## src/rtl/vga_pkg.sv

```systemverilog
// Shared types and defaults for the VGA test-pattern source.
package vga_pkg;

  localparam int unsigned H_ACTIVE_DEF = 640;
  localparam int unsigned V_ACTIVE_DEF = 480;

  typedef struct packed {
    logic [7:0] r;
    logic [7:0] g;
    logic [7:0] b;
  } rgb_t;

  typedef enum logic [1:0] {PAT_BARS, PAT_CHECKER, PAT_BOX, PAT_GRADIENT} pattern_e;

  // Horizontal direction first: R/L, then vertical D/U.
  typedef enum logic [1:0] {RD, RU, LD, LU} box_dir_e;

  localparam rgb_t BOX_BG = '{r: 8'h00, g: 8'h00, b: 8'h40};

  // Bar order white, yellow, cyan, green, magenta, red, blue, black falls out of the index bits.
  function automatic rgb_t bar_colour(input logic [2:0] idx);
    bar_colour = '{r: {8{~idx[1]}}, g: {8{~idx[2]}}, b: {8{~idx[0]}}};
  endfunction

  function automatic logic checker_bit(input logic [10:0] x, input logic [10:0] scroll,
                                       input logic y5);
    logic [10:0] s;
    s = x + scroll;
    checker_bit = s[5] ^ y5;
  endfunction

endpackage

```

## src/rtl/vga_pattern_gen_if.sv

```systemverilog
// Pixel-request / RGB-return bundle between VgaController and the pattern source.
interface vga_pattern_gen_if;
  logic [10:0] nextX;
  logic [9:0]  nextY;
  logic        vSync_n;
  logic [1:0]  Mode;
  logic [7:0]  Red;
  logic [7:0]  Green;
  logic [7:0]  Blue;
  logic        FrameTick;

  modport master (output nextX, nextY, vSync_n, Mode,
                  input  Red, Green, Blue, FrameTick);
  modport slave  (input  nextX, nextY, vSync_n, Mode,
                  output Red, Green, Blue, FrameTick);
endinterface

```

## src/rtl/vga_box_mover.sv

```systemverilog
// Bouncing-box position: per-frame step on each axis with clamping at the active-area edges.
module vga_box_mover
  import vga_pkg::*;
#(
  parameter int unsigned H_ACTIVE = H_ACTIVE_DEF,
  parameter int unsigned V_ACTIVE = V_ACTIVE_DEF,
  parameter int unsigned BOX_SIZE = 32,
  parameter int unsigned STEP     = 2
) (
  input  logic        Clock,
  input  logic        Reset,
  input  logic        FrameTick,
  output logic [10:0] BoxX,
  output logic [9:0]  BoxY
);

  box_dir_e    state, state_nxt;
  logic [10:0] box_x_nxt;
  logic [9:0]  box_y_nxt;
  logic        right, down, right_nxt, down_nxt;

  assign right = (state == RD) || (state == RU);
  assign down  = (state == RD) || (state == LD);

  always_comb begin
    box_x_nxt = BoxX;
    box_y_nxt = BoxY;
    right_nxt = right;
    down_nxt  = down;

    if (right) begin
      if (32'(BoxX) + BOX_SIZE + STEP > H_ACTIVE) begin
        box_x_nxt = 11'(H_ACTIVE - BOX_SIZE);
        right_nxt = 1'b0;
      end else begin
        box_x_nxt = BoxX + 11'(STEP);
      end
    end else begin
      if (32'(BoxX) < STEP) begin
        box_x_nxt = '0;
        right_nxt = 1'b1;
      end else begin
        box_x_nxt = BoxX - 11'(STEP);
      end
    end

    if (down) begin
      if (32'(BoxY) + BOX_SIZE + STEP > V_ACTIVE) begin
        box_y_nxt = 10'(V_ACTIVE - BOX_SIZE);
        down_nxt  = 1'b0;
      end else begin
        box_y_nxt = BoxY + 10'(STEP);
      end
    end else begin
      if (32'(BoxY) < STEP) begin
        box_y_nxt = '0;
        down_nxt  = 1'b1;
      end else begin
        box_y_nxt = BoxY - 10'(STEP);
      end
    end

    case ({right_nxt, down_nxt})
      2'b11:   state_nxt = RD;
      2'b10:   state_nxt = RU;
      2'b01:   state_nxt = LD;
      default: state_nxt = LU;
    endcase
  end

  always_ff @(posedge Clock) begin
    if (Reset) begin
      BoxX  <= '0;
      BoxY  <= '0;
      state <= RD;
    end else if (FrameTick) begin
      BoxX  <= box_x_nxt;
      BoxY  <= box_y_nxt;
      state <= state_nxt;
    end
  end

endmodule

```

## src/rtl/vga_pattern_gen.sv

```systemverilog
// Test-pattern pixel source: frame detect, per-frame state, pattern mux, registered RGB.
// Optional white frame border on the active area when VGA_PATTERN_BORDER_EN is defined.
module vga_pattern_gen
  import vga_pkg::*;
#(
  parameter int unsigned H_ACTIVE = H_ACTIVE_DEF,
  parameter int unsigned V_ACTIVE = V_ACTIVE_DEF,
  parameter int unsigned BOX_SIZE = 32,
  parameter int unsigned STEP     = 2
) (
  input logic             Clock,
  input logic             Reset,
  vga_pattern_gen_if.slave bus
);

  logic        vSyncPrev;
  logic        frame_tick;
  pattern_e    ActiveMode;
  logic [7:0]  FrameCount;
  logic [10:0] Scroll;
  logic [10:0] BoxX;
  logic [9:0]  BoxY;
  logic        active, in_box;
  rgb_t        pix, rgb_q;

  always_ff @(posedge Clock) begin
    if (Reset) begin
      vSyncPrev  <= 1'b1;
      frame_tick <= 1'b0;
      ActiveMode <= PAT_BARS;
      FrameCount <= '0;
      Scroll     <= '0;
    end else begin
      vSyncPrev  <= bus.vSync_n;
      frame_tick <= vSyncPrev & ~bus.vSync_n;
      if (frame_tick) begin
        ActiveMode <= pattern_e'(bus.Mode);
        FrameCount <= FrameCount + 8'd1;
        Scroll     <= Scroll + 11'd1;
      end
    end
  end

  vga_box_mover #(
    .H_ACTIVE (H_ACTIVE),
    .V_ACTIVE (V_ACTIVE),
    .BOX_SIZE (BOX_SIZE),
    .STEP     (STEP)
  ) u_box (
    .Clock     (Clock),
    .Reset     (Reset),
    .FrameTick (frame_tick),
    .BoxX      (BoxX),
    .BoxY      (BoxY)
  );

  assign active = (32'(bus.nextX) < H_ACTIVE) && (32'(bus.nextY) < V_ACTIVE);
  assign in_box = (bus.nextX >= BoxX) && (32'(bus.nextX) < 32'(BoxX) + BOX_SIZE) &&
                  (bus.nextY >= BoxY) && (32'(bus.nextY) < 32'(BoxY) + BOX_SIZE);

  always_comb begin
    pix = '0;
    if (active) begin
      case (ActiveMode)
        PAT_BARS:     pix = bar_colour(bus.nextX[8:6]);
        PAT_CHECKER:  pix = checker_bit(bus.nextX, Scroll, bus.nextY[5]) ? '1 : '0;
        PAT_BOX:      pix = in_box ? '1 : BOX_BG;
        PAT_GRADIENT: pix = '{r: bus.nextX[9:2], g: bus.nextY[8:1], b: FrameCount};
        default:      pix = '0;
      endcase
`ifdef VGA_PATTERN_BORDER_EN
      if ((bus.nextX == '0) || (32'(bus.nextX) == H_ACTIVE - 1) ||
          (bus.nextY == '0) || (32'(bus.nextY) == V_ACTIVE - 1))
        pix = '1;
`endif
    end
  end

  always_ff @(posedge Clock) begin
    if (Reset) rgb_q <= '0;
    else       rgb_q <= pix;
  end

  assign bus.Red       = rgb_q.r;
  assign bus.Green     = rgb_q.g;
  assign bus.Blue      = rgb_q.b;
  assign bus.FrameTick = frame_tick;

endmodule

```

## src/flat_wrapper.sv

```systemverilog
// flat-port wrapper written by rule: the top's interface ports become plain ports
module vga_pattern_gen_flat import vga_pkg::*;
#(
  parameter int unsigned H_ACTIVE = H_ACTIVE_DEF,
  parameter int unsigned V_ACTIVE = V_ACTIVE_DEF,
  parameter int unsigned BOX_SIZE = 32,
  parameter int unsigned STEP     = 2
)
  (Clock, Reset, bus_nextX, bus_nextY, bus_vSync_n, bus_Mode, bus_Red, bus_Green, bus_Blue, bus_FrameTick);
  vga_pattern_gen_if bus_i ();
  input logic Clock;
  input logic Reset;
  input wire logic [$bits(bus_i.nextX)-1:0] bus_nextX;
  input wire logic [$bits(bus_i.nextY)-1:0] bus_nextY;
  input wire logic [$bits(bus_i.vSync_n)-1:0] bus_vSync_n;
  input wire logic [$bits(bus_i.Mode)-1:0] bus_Mode;
  output wire logic [$bits(bus_i.Red)-1:0] bus_Red;
  output wire logic [$bits(bus_i.Green)-1:0] bus_Green;
  output wire logic [$bits(bus_i.Blue)-1:0] bus_Blue;
  output wire logic [$bits(bus_i.FrameTick)-1:0] bus_FrameTick;
  assign bus_i.nextX = bus_nextX;
  assign bus_i.nextY = bus_nextY;
  assign bus_i.vSync_n = bus_vSync_n;
  assign bus_i.Mode = bus_Mode;
  assign bus_Red = bus_i.Red;
  assign bus_Green = bus_i.Green;
  assign bus_Blue = bus_i.Blue;
  assign bus_FrameTick = bus_i.FrameTick;
  vga_pattern_gen #(.H_ACTIVE(H_ACTIVE), .V_ACTIVE(V_ACTIVE), .BOX_SIZE(BOX_SIZE), .STEP(STEP)) u_core (.Clock(Clock), .Reset(Reset), .bus(bus_i));
endmodule
```

## config.mk

```make
export PLATFORM = sky130hd
export DESIGN_NAME = vga_pattern_gen_flat
export DESIGN_NICKNAME = d
export VERILOG_FILES = /design/src/rtl/vga_pkg.sv /design/src/rtl/vga_pattern_gen_if.sv /design/src/rtl/vga_box_mover.sv /design/src/rtl/vga_pattern_gen.sv /design/src/flat_wrapper.sv
export SDC_FILE = /design/constraint.sdc
export NUM_CORES = 1
export LEC_CHECK = 0
export ABC_CLOCK_PERIOD_IN_PS = 4800
export CORE_AREA = 2 2 84 86
export CTS_CLUSTER_DIAMETER = 80
export DETAILED_ROUTE_END_ITERATION = 8
export DIE_AREA = 0 0 86 88
export DONT_BUFFER_PORTS = 1
export GPL_ROUTABILITY_DRIVEN = 1
export GPL_TIMING_DRIVEN = 0
export PLACE_DENSITY = 0.84
export SYNTH_ARGS = -nofsm -noshare
export SYNTH_HDL_FRONTEND = slang
export SYNTH_HIERARCHICAL = 1
export SYNTH_SLANG_ARGS = --single-unit
```

## constraint.sdc

```tcl
create_clock -name Clock -period 4.8 [get_ports Clock]
set_input_delay 0.96 -clock Clock [delete_from_list [all_inputs] [get_ports Clock]]
set_output_delay 0.96 -clock Clock [all_outputs]
set_load 0.02 [all_outputs]
```

# Word level (Yosys, flattened, before mapping)
# Index checks and enable logic that the tools add are counted.
[classes] n_eq_ne=8 mux=16 n_lt_le_gt_ge=10 n_addsub=11 reduce_logical=9 n_bitwise=7
[op_table] cell="one-hot mux 24 bit (4 select lines)" count=1
[op_table] cell="adder 32 x 2 -> 32 bit (second input constant)" count=2
[op_table] cell="two-way mux 24 bit" count=2
[op_table] cell="two-way mux 11 bit" count=3
[op_table] cell="greater-than comparator 32 x 10 -> 1 bit (second input constant)" count=1
[op_table] cell="greater-than comparator 32 x 9 -> 1 bit (second input constant)" count=1
[op_table] cell="less-than comparator 10 x 32 -> 1 bit" count=1
[op_table] cell="two-way mux 10 bit" count=3
[op_table] cell="adder 11 x 6 -> 12 bit (second input constant)" count=1
[op_table] cell="less-than comparator 11 x 12 -> 1 bit" count=1
[op_table] cell="adder 10 x 6 -> 11 bit (second input constant)" count=1
[op_table] cell="adder 11 x 1 -> 11 bit (second input constant)" count=1
[op_table] cell="adder 11 x 2 -> 11 bit (second input constant)" count=1
[op_table] cell=">= comparator 11 bit" count=1
[op_table] cell="less-than comparator 11 x 10 -> 1 bit (second input constant)" count=1
[op_table] cell="less-than comparator 11 x 2 -> 1 bit (second input constant)" count=1
[op_table] cell="subtractor 11 x 2 -> 11 bit (second input constant)" count=1
[op_table] cell="adder 10 x 2 -> 10 bit (second input constant)" count=1
[op_table] cell="== test 2 bit (second input constant)" count=5
[op_table] cell=">= comparator 10 bit" count=1
[op_table] cell="less-than comparator 10 x 2 -> 1 bit (second input constant)" count=1
[op_table] cell="less-than comparator 10 x 9 -> 1 bit (second input constant)" count=1
[op_table] cell="subtractor 10 x 2 -> 10 bit (second input constant)" count=1
[op_table] cell="adder 8 x 1 -> 8 bit (second input constant)" count=1
[op_table] cell="11 further kinds" count=27
[totals] register_bits=70 in_bits=26 output_inout_bits=25

# Depth between registers and ports, before layout
[logic_depth] word_depth=7 mapped_depth=11 depth_no_buf=10

# Cells and area by module
# The synthesis kept the hierarchy.
[modules_own_cells] module="vga_pattern_gen" cells_per_inst=306 seq_area_each_um2=840.8 n_inst=1 area_each_um2=2628.8
[modules_own_cells] module="vga_box_mover" cells_per_inst=267 seq_area_each_um2=420.4 n_inst=1 area_each_um2=1885.6

# Worst setup path after synthesis
# Ideal clock, no wire load.
[synth_path] kind="input to register" start="input bus_nextX[9]" end="register u_core.rgb_q, in the netlist u_core/bus.Blue[5]" required_ps=4668 arrival_ps=2394 slack_ps=2273 setup_time_ps=132 cell_stages=7 path_buffers=1 cell_sequence="ha_1 a2111oi_2 o21ai_1 o32a_1 nand4_2 buf_6 a31oi_1"
[synth_via] elab_chain_len=6
[synth_rtl] element="start, declared" line="flat_wrapper.sv:13" text="input wire logic [$bits(bus_i.nextX)-1:0] bus_nextX;"
[synth_rtl] element="less-than comparator 11 x 12 -> 1 bit or >= comparator 11 bit (tied branches)" line="vga_pattern_gen.sv:58" text="assign in_box = (bus.nextX >= BoxX) && (32'(bus.nextX) < 32'(BoxX) + BOX_SIZE) &&"
[synth_rtl] element="logical AND 1 bit (2 in series)" line="vga_pattern_gen.sv:58"
[synth_rtl] element="logical AND 1 bit" line="vga_pattern_gen.sv:59" text="(bus.nextY >= BoxY) && (32'(bus.nextY) < 32'(BoxY) + BOX_SIZE);"
[synth_rtl] element="two-way mux 24 bit" line="vga_pattern_gen.sv:67" text="PAT_BOX: pix = in_box ? '1 : BOX_BG;"
[synth_rtl] element="one-hot mux 24 bit (4 select lines)" line="vga_pattern_gen.sv:64" text="case (ActiveMode)"
[synth_rtl] element="end signal, assigned" line="vga_pattern_gen.sv:81" text="else rgb_q <= pix;"
[synth_rtl] element="end, declared" line="vga_pattern_gen.sv:24" text="rgb_t pix, rgb_q;"
# Several ways; a longest one is shown, not always the timed one.
# A chain may end at the register's enable or synchronous reset.

# Final worst setup path
[layout_path] start="register u_core.u_box.BoxX[2]" end="register u_core.u_box.BoxX[6]"
[layout_via] elab_chain_len=5
[layout_rtl] element="start, declared" line="vga_box_mover.sv:13" text="output logic [10:0] BoxX,"
[layout_rtl] element="start signal, assigned" line="vga_box_mover.sv:77" text="BoxX <= box_x_nxt;"
[layout_rtl] element="adder 11 x 6 -> 12 bit" line="vga_box_mover.sv:32" text="if (32'(BoxX) + BOX_SIZE + STEP > H_ACTIVE) begin"
[layout_rtl] element="adder 32 x 2 -> 32 bit" line="vga_box_mover.sv:32"
[layout_rtl] element="greater-than comparator 32 x 10 -> 1 bit" line="vga_box_mover.sv:32"
[layout_rtl] element="two-way mux 11 bit" line="vga_box_mover.sv:32"
[layout_rtl] element="two-way mux 11 bit *" line="vga_box_mover.sv:31" text="if (right) begin"
# Every way passes the cells marked *; elsewhere a longest branch is shown, timed or not.

==> results.toml <==
[pwr]
power_density_nw_per_um2 = 231
power.leakage_nw = 1.72
total_power_w = 0.00111
ir_worst_vdd_mv = 0.142
combPwrFrac_pct = 13.3
seqPwrFrac_pct = 49.9
power_frac_clock_pct = 36.8
p_switching_w = 0.000327
p_sw_share_pct = 29.5
p_int_w = 0.000780

[synthesis]
synth_ff_type = "dfxtp_1"
synth_cell_types = 69
synth_cells = 573
synthTopCellsByArea = "dfxtp_1, ha_1, a21oi_1"
synth_warnings = 6
synthesis.area_um2 = 4510
synth_edf_count = 0
synth_area_leader_cell = "dfxtp_1"
ys_seq_area_share_pct = 27.9
yosys-top-cells-count = "dfxtp_1, a21oi_1, ha_1, inv_1, nor2_1"
synth.most_common_cell = "dfxtp_1"
syn_avg_cell_area_um2 = 7.88
synth_top_area_share_pct = 27.9
ys_async_sr_fraction_pct = 0
ys_ff_latch = 63

[timing]
finalCritPeriodShare_pct = 56.7
fmax_mhz = 367
slew_headroom_pct = 45.7
min_period_ps = 2720
hold_viol_final = 0
drv_slew = 0
worst_hold_slack_ps = 410
setup_viol = 0
rsz0062_at_grt = "no"
worstMarginPinSlew_ps = 809
skew_ps = 7.71
finalSetupTns_ps = 0

[setup_path]
cp_data_arrival_time_ps = 2960
end_kind = "register"
slowest_stage = "dfxtp_1"
slowest_delay_ps = 540
crit_fanout = 10
crit_chain = "inv_1 > ha_1 > or3_1 > or4_4 > a211oi_2 > buf_4 > a31oi_1 > o221a_1"
r2r_cells = 8
worst_setup_path_start_kind = "register"
cp.required_ps = 5040
worst-setup-path-type = "register to register"

[grt]
met1_usage_pct = 37.5
gr-usage-met3_pct = 5.56
gr-usage-met2_pct = 52.1
antenna_found_initial = 0
grt-busiest-layer = "met2"
grt_start_max_net_pins = 13
grt_pass1_wl_mm = 18.7
grt_overflow = 0
first_global_vias = 4149
grt_use_total_pct = 30.9

[clock_tree]
clock_sinks = 63
path_clk_slew_ps = 70
cts_buffer_depth = 2
hold_buffers = 0
root_buffer = "clkbuf_8"
cts-buffers-inserted = 9
cts_htree_levels = 3
cts_tree = "yes"
ctsResizeCount = 0
post-cts-setup-buffer-count = 0
clkLatencyLatePin_ps = 350

[run_status]
status = "finished, final reports clean"

[detailed_routing]
ant_nets = 0
dr_total_vias = 4449
first_pass_iters = 5
routed_wl_mm = 11.5
post-route-drc-count = 0
wl_per_cell_um = 17.1
vias_per_cell = 6.64
first_iter_violations = 298

[die]
die_y_um = 88
core_um2 = 6640
initial_core_util_pct = 67.9
rows = 30
io_pins = 51
die_x_um = 86
dieArea_um2 = 7570

[layout]
design_area_um2 = 4790
nets = 655
diodes = 0
final_core_util_pct = 72.1
fillers = 569
drive_gt1_share_pct = 7.46
areaGrowthSynthToFinish_pct = 6.15

[run]
drv_cap = 0

[place]
dpl.hpwl_mm = 8.53
place_area_um2 = 4620
place.gp.congestion = 0.953
place.port_buffers = 0

[min_path]
holdPathStages = 2
hp-class = "register to register"
logic make-up after synthesis:
family                     after synthesis  share of synthesized area, %
other                                    1                        0.0831
DFF                                     63                          27.9
adders and majority gates               44                          12.2
xor gates and xnor gates                25                          4.85
muxes                                    7                          1.58
AOI/OAI and AO/OA                      177                          25.1
buffers and inverters                   75                          7.15
and+or+nand+nor                        181                          21.1
flip-flops by register name (all words and copies together) (netlist names), 2 cells and up:
name / flops
u_core/u_box/state: 2
u_core/bus.Blue: 8
u_core/ActiveMode: 2
u_core/bus.Green: 8
u_core/bus.Red: 8
u_core/Scroll: 6
u_core/u_box/BoxY: 9
u_core/FrameCount: 8
u_core/u_box/BoxX: 10
placed cells by master, fill, tap and decap left out, types with 15 or more instances in the layout:
master,n
a31oi_1,33
xnor2_1,15
a21oi_1,52
clkbuf_1,20
ha_1,44
nand2_1,32
dfxtp_1,63
nor3_1,25
o21ai_0,30
nor2_1,36
inv_1,37
nand3_1,23
layout make-up:
class,instances,area (µm²),share of cell area (%)
flip-flops and latches,63,1260,26.3
well taps,80,100,2.09
clock buffers,9,124,2.58
multi-input cells,436,2930,61.2
plain buffers,36,176,3.68
clock inverters,7,50.0,1.04
inverters,39,146,3.05
power groups by stage:
stage / logic (W) / registers (W) / clock network (W)
global route: 0.000166 / 0.000554 / 0.000442
CTS: 0.000144 / 0.000552 / 0.000415
global placement: 0.000137 / 0.000564 / 0
floorplan: 0.000115 / 0.000560 / 0
finish: 0.000148 / 0.000553 / 0.000407
detailed placement: 0.000143 / 0.000565 / 0
routing by layer:
metal / wire length, µm / part of all wire, % / up-vias
met5: 0 / 0 / -
met4: 369 / 3.2 / 0
met3: 820 / 7.2 / 37
met2: 5540 / 48 / 206
met1: 4730 / 41 / 2054
li1: - / - / 2152
final timing paths:
check / end / from / slack, ps
min reg2reg: u_core/bus.FrameTick / u_core/vSyncPrev / 410
min: u_core/bus.FrameTick / u_core/vSyncPrev / 410
max: u_core/u_box/BoxX[6] / u_core/u_box/BoxX[2] / 2080
max reg2reg: u_core/u_box/BoxX[6] / u_core/u_box/BoxX[2] / 2080
stage by stage:
step,std cells,setup WS (ps)
CTS,670,2120
detailed placement,654,2050
floorplan,574,2270
finish,670,2080
global placement,654,2060
global route,670,1880
critical path: cells and delay by family (launching register included):
family          cells  cell delay, ps
simple gates        2             850
flops               1             540
buf+inv             2             330
compound gates      3             580
fa+ha+maj           1             320
Note: power is estimated with default switching activity, not from simulation.
